--- src/rtl/spi_defs_pkg.sv ---
// Shared SPI slave definitions: bus mode, byte width, default fill byte and FSM state type.
package spi_defs;

  localparam int BYTE_W = 8;

  // Mode 0: SCLK idles low, data sampled on the rising edge.
  localparam logic SPI_CPOL = 1'b0;
  localparam logic SPI_CPHA = 1'b0;

  localparam logic [BYTE_W-1:0] DEFAULT_FILL = 8'hFF;

  typedef enum logic {IDLE, SHIFT} state_t;

endpackage

--- src/rtl/spi_sync.sv ---
// N-stage synchroniser for an asynchronous input with rise/fall detection
// taken from the last two synchronised samples.
module spi_sync #(
  parameter int   STAGES   = 2,
  parameter logic IDLE_VAL = 1'b0
) (
  input  logic clk,
  input  logic rst,
  input  logic din,
  output logic dout,
  output logic rise,
  output logic fall
);

  logic [STAGES-1:0] chain;
  logic              last;

  always_ff @(posedge clk) begin
    if (rst) begin
      chain <= {STAGES{IDLE_VAL}};
      last  <= IDLE_VAL;
    end else begin
      chain <= {chain[STAGES-2:0], din};
      last  <= chain[STAGES-1];
    end
  end

  assign dout = chain[STAGES-1];
  assign rise = dout & ~last;
  assign fall = ~dout & last;

endmodule

--- src/rtl/spi_slave.sv ---
// Mode 0 SPI slave: oversampled SCLK/CS/MOSI, one-deep transmit holding
// register, MSB-first receive with per-byte valid strobe.
module spi_slave
  import spi_defs::*;
#(
  parameter int                SYNC_STAGES = 2,
  parameter logic [BYTE_W-1:0] FILL_BYTE   = DEFAULT_FILL
) (
  input  logic              clk,
  input  logic              rst,
  input  logic              spi_sclk,
  input  logic              spi_cs_n,
  input  logic              spi_mosi,
  output logic              spi_miso,
  output logic              spi_miso_oe,
  input  logic [BYTE_W-1:0] tx_byte,
  input  logic              tx_load,
  output logic              tx_ready,
  output logic [BYTE_W-1:0] rx_byte,
  output logic              rx_valid,
  output logic              frame_start,
  output logic              frame_end,
  output logic              tx_underrun
);

  // After reset the CS synchroniser refills from its idle value; a CS pin
  // still held low would look like a fresh falling edge, so edges are
  // ignored until the chain has been fully flushed.
  localparam int GUARD = SYNC_STAGES + 1;
  localparam int GW    = $clog2(GUARD + 1);

  state_t              state, state_next;
  logic                sclk_sync, sclk_rise, sclk_fall;
  logic                cs_sync, cs_rise, cs_fall;
  logic [SYNC_STAGES-1:0] mosi_chain;
  logic                mosi_s;
  logic [GW-1:0]       guard_cnt;
  logic                guard_done;
  logic [BYTE_W-1:0]   tx_sh, hold;
  logic [BYTE_W-2:0]   rx_sh;
  logic [2:0]          bit_cnt;
  logic                byte_done, hold_full;
  logic                start_frame, stop_frame, bit_rise, bit_fall, load_tx, accept;

  spi_sync #(.STAGES(SYNC_STAGES), .IDLE_VAL(SPI_CPOL)) u_sclk_sync (
    .clk(clk), .rst(rst), .din(spi_sclk),
    .dout(sclk_sync), .rise(sclk_rise), .fall(sclk_fall)
  );

  spi_sync #(.STAGES(SYNC_STAGES), .IDLE_VAL(1'b1)) u_cs_sync (
    .clk(clk), .rst(rst), .din(spi_cs_n),
    .dout(cs_sync), .rise(cs_rise), .fall(cs_fall)
  );

  always_ff @(posedge clk) begin
    if (rst) begin
      mosi_chain <= '0;
      guard_cnt  <= '0;
      state      <= IDLE;
    end else begin
      mosi_chain <= {mosi_chain[SYNC_STAGES-2:0], spi_mosi};
      if (!guard_done)
        guard_cnt <= guard_cnt + GW'(1);
      state <= state_next;
    end
  end

  assign mosi_s     = mosi_chain[SYNC_STAGES-1];
  assign guard_done = (guard_cnt == GW'(GUARD));

  always_comb begin
    state_next = state;
    case (state)
      IDLE:    if (cs_fall && guard_done) state_next = SHIFT;
      SHIFT:   if (cs_rise) state_next = IDLE;
      default: state_next = IDLE;
    endcase
  end

  // CS deassertion takes priority over any SCLK edge seen in the same cycle.
  assign start_frame = (state == IDLE) && (state_next == SHIFT);
  assign stop_frame  = (state == SHIFT) && cs_rise;
  assign bit_rise    = (state == SHIFT) && !cs_rise && sclk_rise && !sclk_fall && sclk_sync;
  assign bit_fall    = (state == SHIFT) && !cs_rise && sclk_fall;
  assign load_tx     = start_frame || (bit_fall && byte_done);
  assign accept      = tx_load && (!hold_full || load_tx);

  always_ff @(posedge clk) begin
    if (rst) begin
      tx_sh       <= '0;
      rx_sh       <= '0;
      hold        <= '0;
      hold_full   <= 1'b0;
      bit_cnt     <= '0;
      byte_done   <= 1'b0;
      rx_byte     <= '0;
      rx_valid    <= 1'b0;
      frame_start <= 1'b0;
      frame_end   <= 1'b0;
      tx_underrun <= 1'b0;
      spi_miso_oe <= 1'b0;
    end else begin
      rx_valid    <= 1'b0;
      tx_underrun <= 1'b0;
      frame_start <= start_frame;
      frame_end   <= stop_frame;
      spi_miso_oe <= (state_next == SHIFT);

      // A load coinciding with tx_load takes the old holding content.
      if (accept)
        hold <= tx_byte;
      hold_full <= (hold_full && !load_tx) || accept;

      if (load_tx) begin
        tx_sh       <= hold_full ? hold : FILL_BYTE;
        tx_underrun <= !hold_full;
        byte_done   <= 1'b0;
      end else if (bit_fall) begin
        tx_sh <= {tx_sh[BYTE_W-2:0], 1'b0};
      end

      if (start_frame) begin
        bit_cnt <= '0;
      end else if (bit_rise) begin
        rx_sh   <= {rx_sh[BYTE_W-3:0], mosi_s};
        bit_cnt <= bit_cnt + 3'd1;
        if (bit_cnt == 3'd7) begin
          rx_byte   <= {rx_sh, mosi_s};
          rx_valid  <= 1'b1;
          byte_done <= 1'b1;
        end
      end
    end
  end

  assign spi_miso = spi_miso_oe & tx_sh[BYTE_W-1];
  assign tx_ready = !hold_full;

endmodule

--- config.mk ---
export PLATFORM = sky130hd
export DESIGN_NAME = spi_slave
export DESIGN_NICKNAME = d
export VERILOG_FILES = /design/src/rtl/spi_defs_pkg.sv /design/src/rtl/spi_sync.sv /design/src/rtl/spi_slave.sv
export SDC_FILE = /design/constraint.sdc
export NUM_CORES = 1
export LEC_CHECK = 0
export ABC_CLOCK_PERIOD_IN_PS = 2300
export BUFFER_PORTS_ARGS = -buffer_cell sky130_fd_sc_hd__buf_2
export CAP_MARGIN = 20
export CORE_MARGIN = 8
export CORE_UTILIZATION = 47
export CTS_BUF_LIST = sky130_fd_sc_hd__clkbuf_8
export DETAILED_ROUTE_END_ITERATION = 10
export PLACE_DENSITY = 0.67
export SLEW_MARGIN = 20
export SYNTH_ARGS = -nofsm -noshare
export SYNTH_HDL_FRONTEND = slang
export SYNTH_SLANG_ARGS = --single-unit
--- constraint.sdc ---
create_clock -name clk -period 2.3 [get_ports clk]
set_clock_uncertainty 0.05 [all_clocks]
set_input_delay 0.115 -clock clk [delete_from_list [all_inputs] [get_ports clk]]
set_output_delay 0.115 -clock clk [all_outputs]
set_load 0.01 [all_outputs]
==> impl_summary.txt <==
----------------------------------------------------
[Floorplan]
  Die ar. ... 6820 um2
  Die span in y ... 82.6 um
  Die Span X ... 82.6 um
  Effective utilization at floorplan ... 48.2%
  Area inside the core boundary ... 4320 um2
  Row Count ... 24
  IO Count ... 29

[Logic synthesis]
  Total number of yosys warnings ... 0
  Cell types with the highest counts after synthesis ... sky130_fd_sc_hd__dfxtp_1, sky130_fd_sc_hd__mux2i_1, sky130_fd_sc_hd__nor2_1, sky130_fd_sc_hd__nand2b_1, sky130_fd_sc_hd__nor2b_1
  Commonest register cell after synthesis ... sky130_fd_sc_hd__dfxtp_1
  Area share of the largest cell type after synthesis ... 49.0%
  Number of enable flip-flop cells after synthesis ... 0
  Largest area contributor in the netlist ... sky130_fd_sc_hd__dfxtp_1
  Unique masters post-synth ... 30
  Net count after synthesis ... 216
  Number of instances in the synthesized netlist ... 199
  Post-synthesis cell area ... 2080 um2
  Most area-consuming cells after synthesis ... sky130_fd_sc_hd__dfxtp_1, sky130_fd_sc_hd__mux2i_1, sky130_fd_sc_hd__nand2b_1
  Synth Register Bits ... 51
  Most numerous cell in the Yosys netlist ... sky130_fd_sc_hd__dfxtp_1
  Seq/Total Area, Yosys ... 49.0%
  Average size of a mapped cell ... 10.5 um2
  Ys async rst share ... 0%

[Detailed routing]
  Wire length reported by the detailed router ... 3380 um
  Antenna violation net count after detailed routing ... 0
  Vias per Instance ... 4.94
  First DRT Iteration DRCs ... 69
  Total via count in the routed design ... 1392
  DRC errors left ... 0
  Detailed-routing iteration count for the pre-antenna-repair pass ... 4
  Routed length per placed instance ... 12.0 um

[Worst setup path]
  Endpoint of the worst register-to-register path ... tx_sh[0]
  Critical Path Source Type ... flip-flop
  Type of destination of the critical path ... flip-flop
  Crit path arrival time ... 1.92 ns
  Crit Reg-Reg Startpoint ... spi_miso_oe
  Count of cells along the worst register-to-register path ... 4
  WS Path Type ... reg2reg
  Data required time at the worst endpoint ... 2.49 ns
  Setup slack on the worst flop-to-flop path ... 0.57 ns
  Largest fanout on the critical path ... 15

[STA]
  Total negative setup slack ... 0 ns
  Period minus WS final ... 1.73 ns
  Final hold violations ... 0
  Worst slack on hold paths ... 0.0116 ns
  Pin slew with the least headroom to its limit ... 0.633 ns
  Setup repair after global routing missed its margin ... false
  Final worst path period share ... 75.4%
  Max_slew headroom ... 57.8%
  Highest clock frequency the design can meet ... 576 MHz
  Setup-failing EPs final ... 0
  Fin. max-slew vios ... 0

[CTS]
  Clock latency at the later pin of the worst-skew pair ... 0.30 ns
  Clock slew seen by the registers of the worst setup and hold paths ... 0.09 ns
  Clock tree from TritonCTS ... yes
  Clk buf depth ... 2
  # clock sinks ... 51
  Num CTS Buffers ... 5
  CTS-repair resized insts ... 0
  CTS H-tree lvls ... 2
  Clock Root Buffer ... sky130_fd_sc_hd__clkbuf_8

[Job]
  Number of violations of the max-capacitance limit ... 0

[Power and ir drop]
  IR drop worst, VDD ... 393 uV
  Leakage ... 1.11 nW
  Switching power share of the total ... 23.1%
  Net switching power ... 0.354 mW
  Portion of total power attributed to sequential cells ... 60.7%
  Part of the power in combinational logic ... 7.2%
  Internal Power ... 1.17 mW
  Clock power frac ... 32.1%
  Power Dens Cells ... 647 nW/um2

[Worst hold path]
  Worst Hold Depth ... 3
  Endpoint with the worst hold slack ... hold[3]
  Beginning of the worst hold path ... tx_byte[3]
  Worst hold path class ... in2reg

[GRT]
  Overall fraction of global-route tracks in use ... 11.0%
  Largest net degree at the start of global routing ... 33
  Initial antenna violation count ... 0
  Wire length of the first global-routing pass ... 5890 um
  Overall overflow remaining after global route ... 0
  Number of global-route vias before repair ... 1361

[Layout]
  Fraction of layout instances using a drive strength above 1 ... 21.7%
  Finished layout cell area ... 2360 um2
  Number of nets in the final layout ... 246
  Syn-to-layout area delta ... 13.4%
  Post-Layout Cell Count ... 282
  Share of the core filled with cells in the final layout ... 54.6%
  Antenna cells ... 0

[Placed design]
  Post-Place Cells ... 271
  HPWL after detailed placement ... 2410 um
  Area of placed instances ... 2250 um2
  Number of port buffers ... 28
  RD Place Congestion ... 0.767

[Status]
  Result of the run ... completed

----------------------------------------------------
cells in the final DEF, fill, tap and decap left out, types with 2 or more instances in the layout:
cell                            netlist  layout
sky130_fd_sc_hd__dfxtp_1             51      51
sky130_fd_sc_hd__mux2i_1             33      33
sky130_fd_sc_hd__nor2_1              31      31
sky130_fd_sc_hd__buf_2                0      28
sky130_fd_sc_hd__nand2b_1            25      25
sky130_fd_sc_hd__nor2b_1              8       8
sky130_fd_sc_hd__a21oi_1              5       5
sky130_fd_sc_hd__a211oi_1             5       5
sky130_fd_sc_hd__clkbuf_8             0       5
sky130_fd_sc_hd__inv_1                3       4
sky130_fd_sc_hd__or2_2                3       3
sky130_fd_sc_hd__ha_1                 3       3
sky130_fd_sc_hd__dlygate4sd3_1        0       3
sky130_fd_sc_hd__buf_4                2       3
sky130_fd_sc_hd__nand3_1              2       2
sky130_fd_sc_hd__xor2_1               2       2
sky130_fd_sc_hd__nand4_1              2       2
sky130_fd_sc_hd__a211oi_2             2       2
logic make-up (layout without fill, tap and decap cells):
family | Yosys count | in the layout | synth area share [%]
flip-flops | 51 | 51 | 49.0
XOR/XNOR | 2 | 2 | 0.841
AO/OA/AOI/OAI | 17 | 17 | 7.63
adder cells (fa/ha/maj) | 3 | 3 | 1.80
multiplexers | 33 | 33 | 15.9
buffers and inverters | 14 | 45 | 3.60
AND/OR/NAND/NOR | 79 | 79 | 21.3
critical path, stage by stage (launching register included):
cell	delay [ns]
sky130_fd_sc_hd__dfxtp_1	0.51
sky130_fd_sc_hd__inv_1	0.15
sky130_fd_sc_hd__o31ai_4	0.62
sky130_fd_sc_hd__o221ai_2	0.18
sky130_fd_sc_hd__a21oi_1	0.16
flip-flops by register name, indices dropped and copies added, names as in the netlist, 2 cells and up:
register and flops:
bit_cnt 3, guard_cnt 2, hold 8, mosi_chain 2, rx_byte 8, rx_sh 7, tx_sh 8, u_cs_sync.chain 2
u_sclk_sync.chain 2
how the worst max path moves through the flow:
| stage | startpoint | end | depth (start not counted) |
|---|---|---|---|
| after global routing | spi_miso_oe | tx_sh[3] | 4 |
| after detailed placement | spi_miso_oe | tx_sh[0] | 4 |
| after global placement | guard_cnt[0] | hold[3] | 4 |
| after CTS | guard_cnt[0] | hold[7] | 4 |
| after floorplan | guard_cnt[0] | hold[0] | 4 |
| final | spi_miso_oe | tx_sh[0] | 4 |
cell type report:
type	count	area, um2
clock buffer	5	68.8
clock inverter	3	16.3
fill	398	1960
inverter	3	11.3
multi-input combinational	134	987
sequential	51	1020
tap	52	65.1
timing repair buffer	34	193
routing by layer:
metal | vias to the layer above | global-route usage (%) | part of all wire [%]
met2 | 17 | 16.9 | 45
li1 | 728 | - | -
met1 | 645 | 13.8 | 49
met4 | 0 | 4.14 | 0.53
met3 | 2 | 4.00 | 4.8
met5 | - | 0 | 0
through the flow:
| stage | power (mW) | setup WS [ns] |
|---|---|---|
| after floorplan | 1.03 | 0.784 |
| final | 1.53 | 0.565 |
| after global placement | 1.06 | 0.560 |
| after CTS | 1.55 | 0.541 |
| after detailed placement | 1.06 | 0.565 |
| after global routing | 1.60 | 0.384 |
repair_timing:
| item | CTS | global route |
|---|---|---|
| endpoints found under the hold margin | 3 | 0 |
| hold buffers | 3 | 0 |
| buffers inserted | 0 | 0 |
power groups by stage:
stage          combinational [mW]  sequential (mW)  clock, mW
6_report                    0.111            0.927      0.490
5_1_grt                     0.126            0.933      0.540
3_3_place_gp                0.107            0.948          0
2_1_floorplan              0.0890            0.941          0
4_1_cts                     0.113            0.928      0.505
3_5_place_dp                0.109            0.948          0
Note: power is estimated with default switching activity, not from simulation.
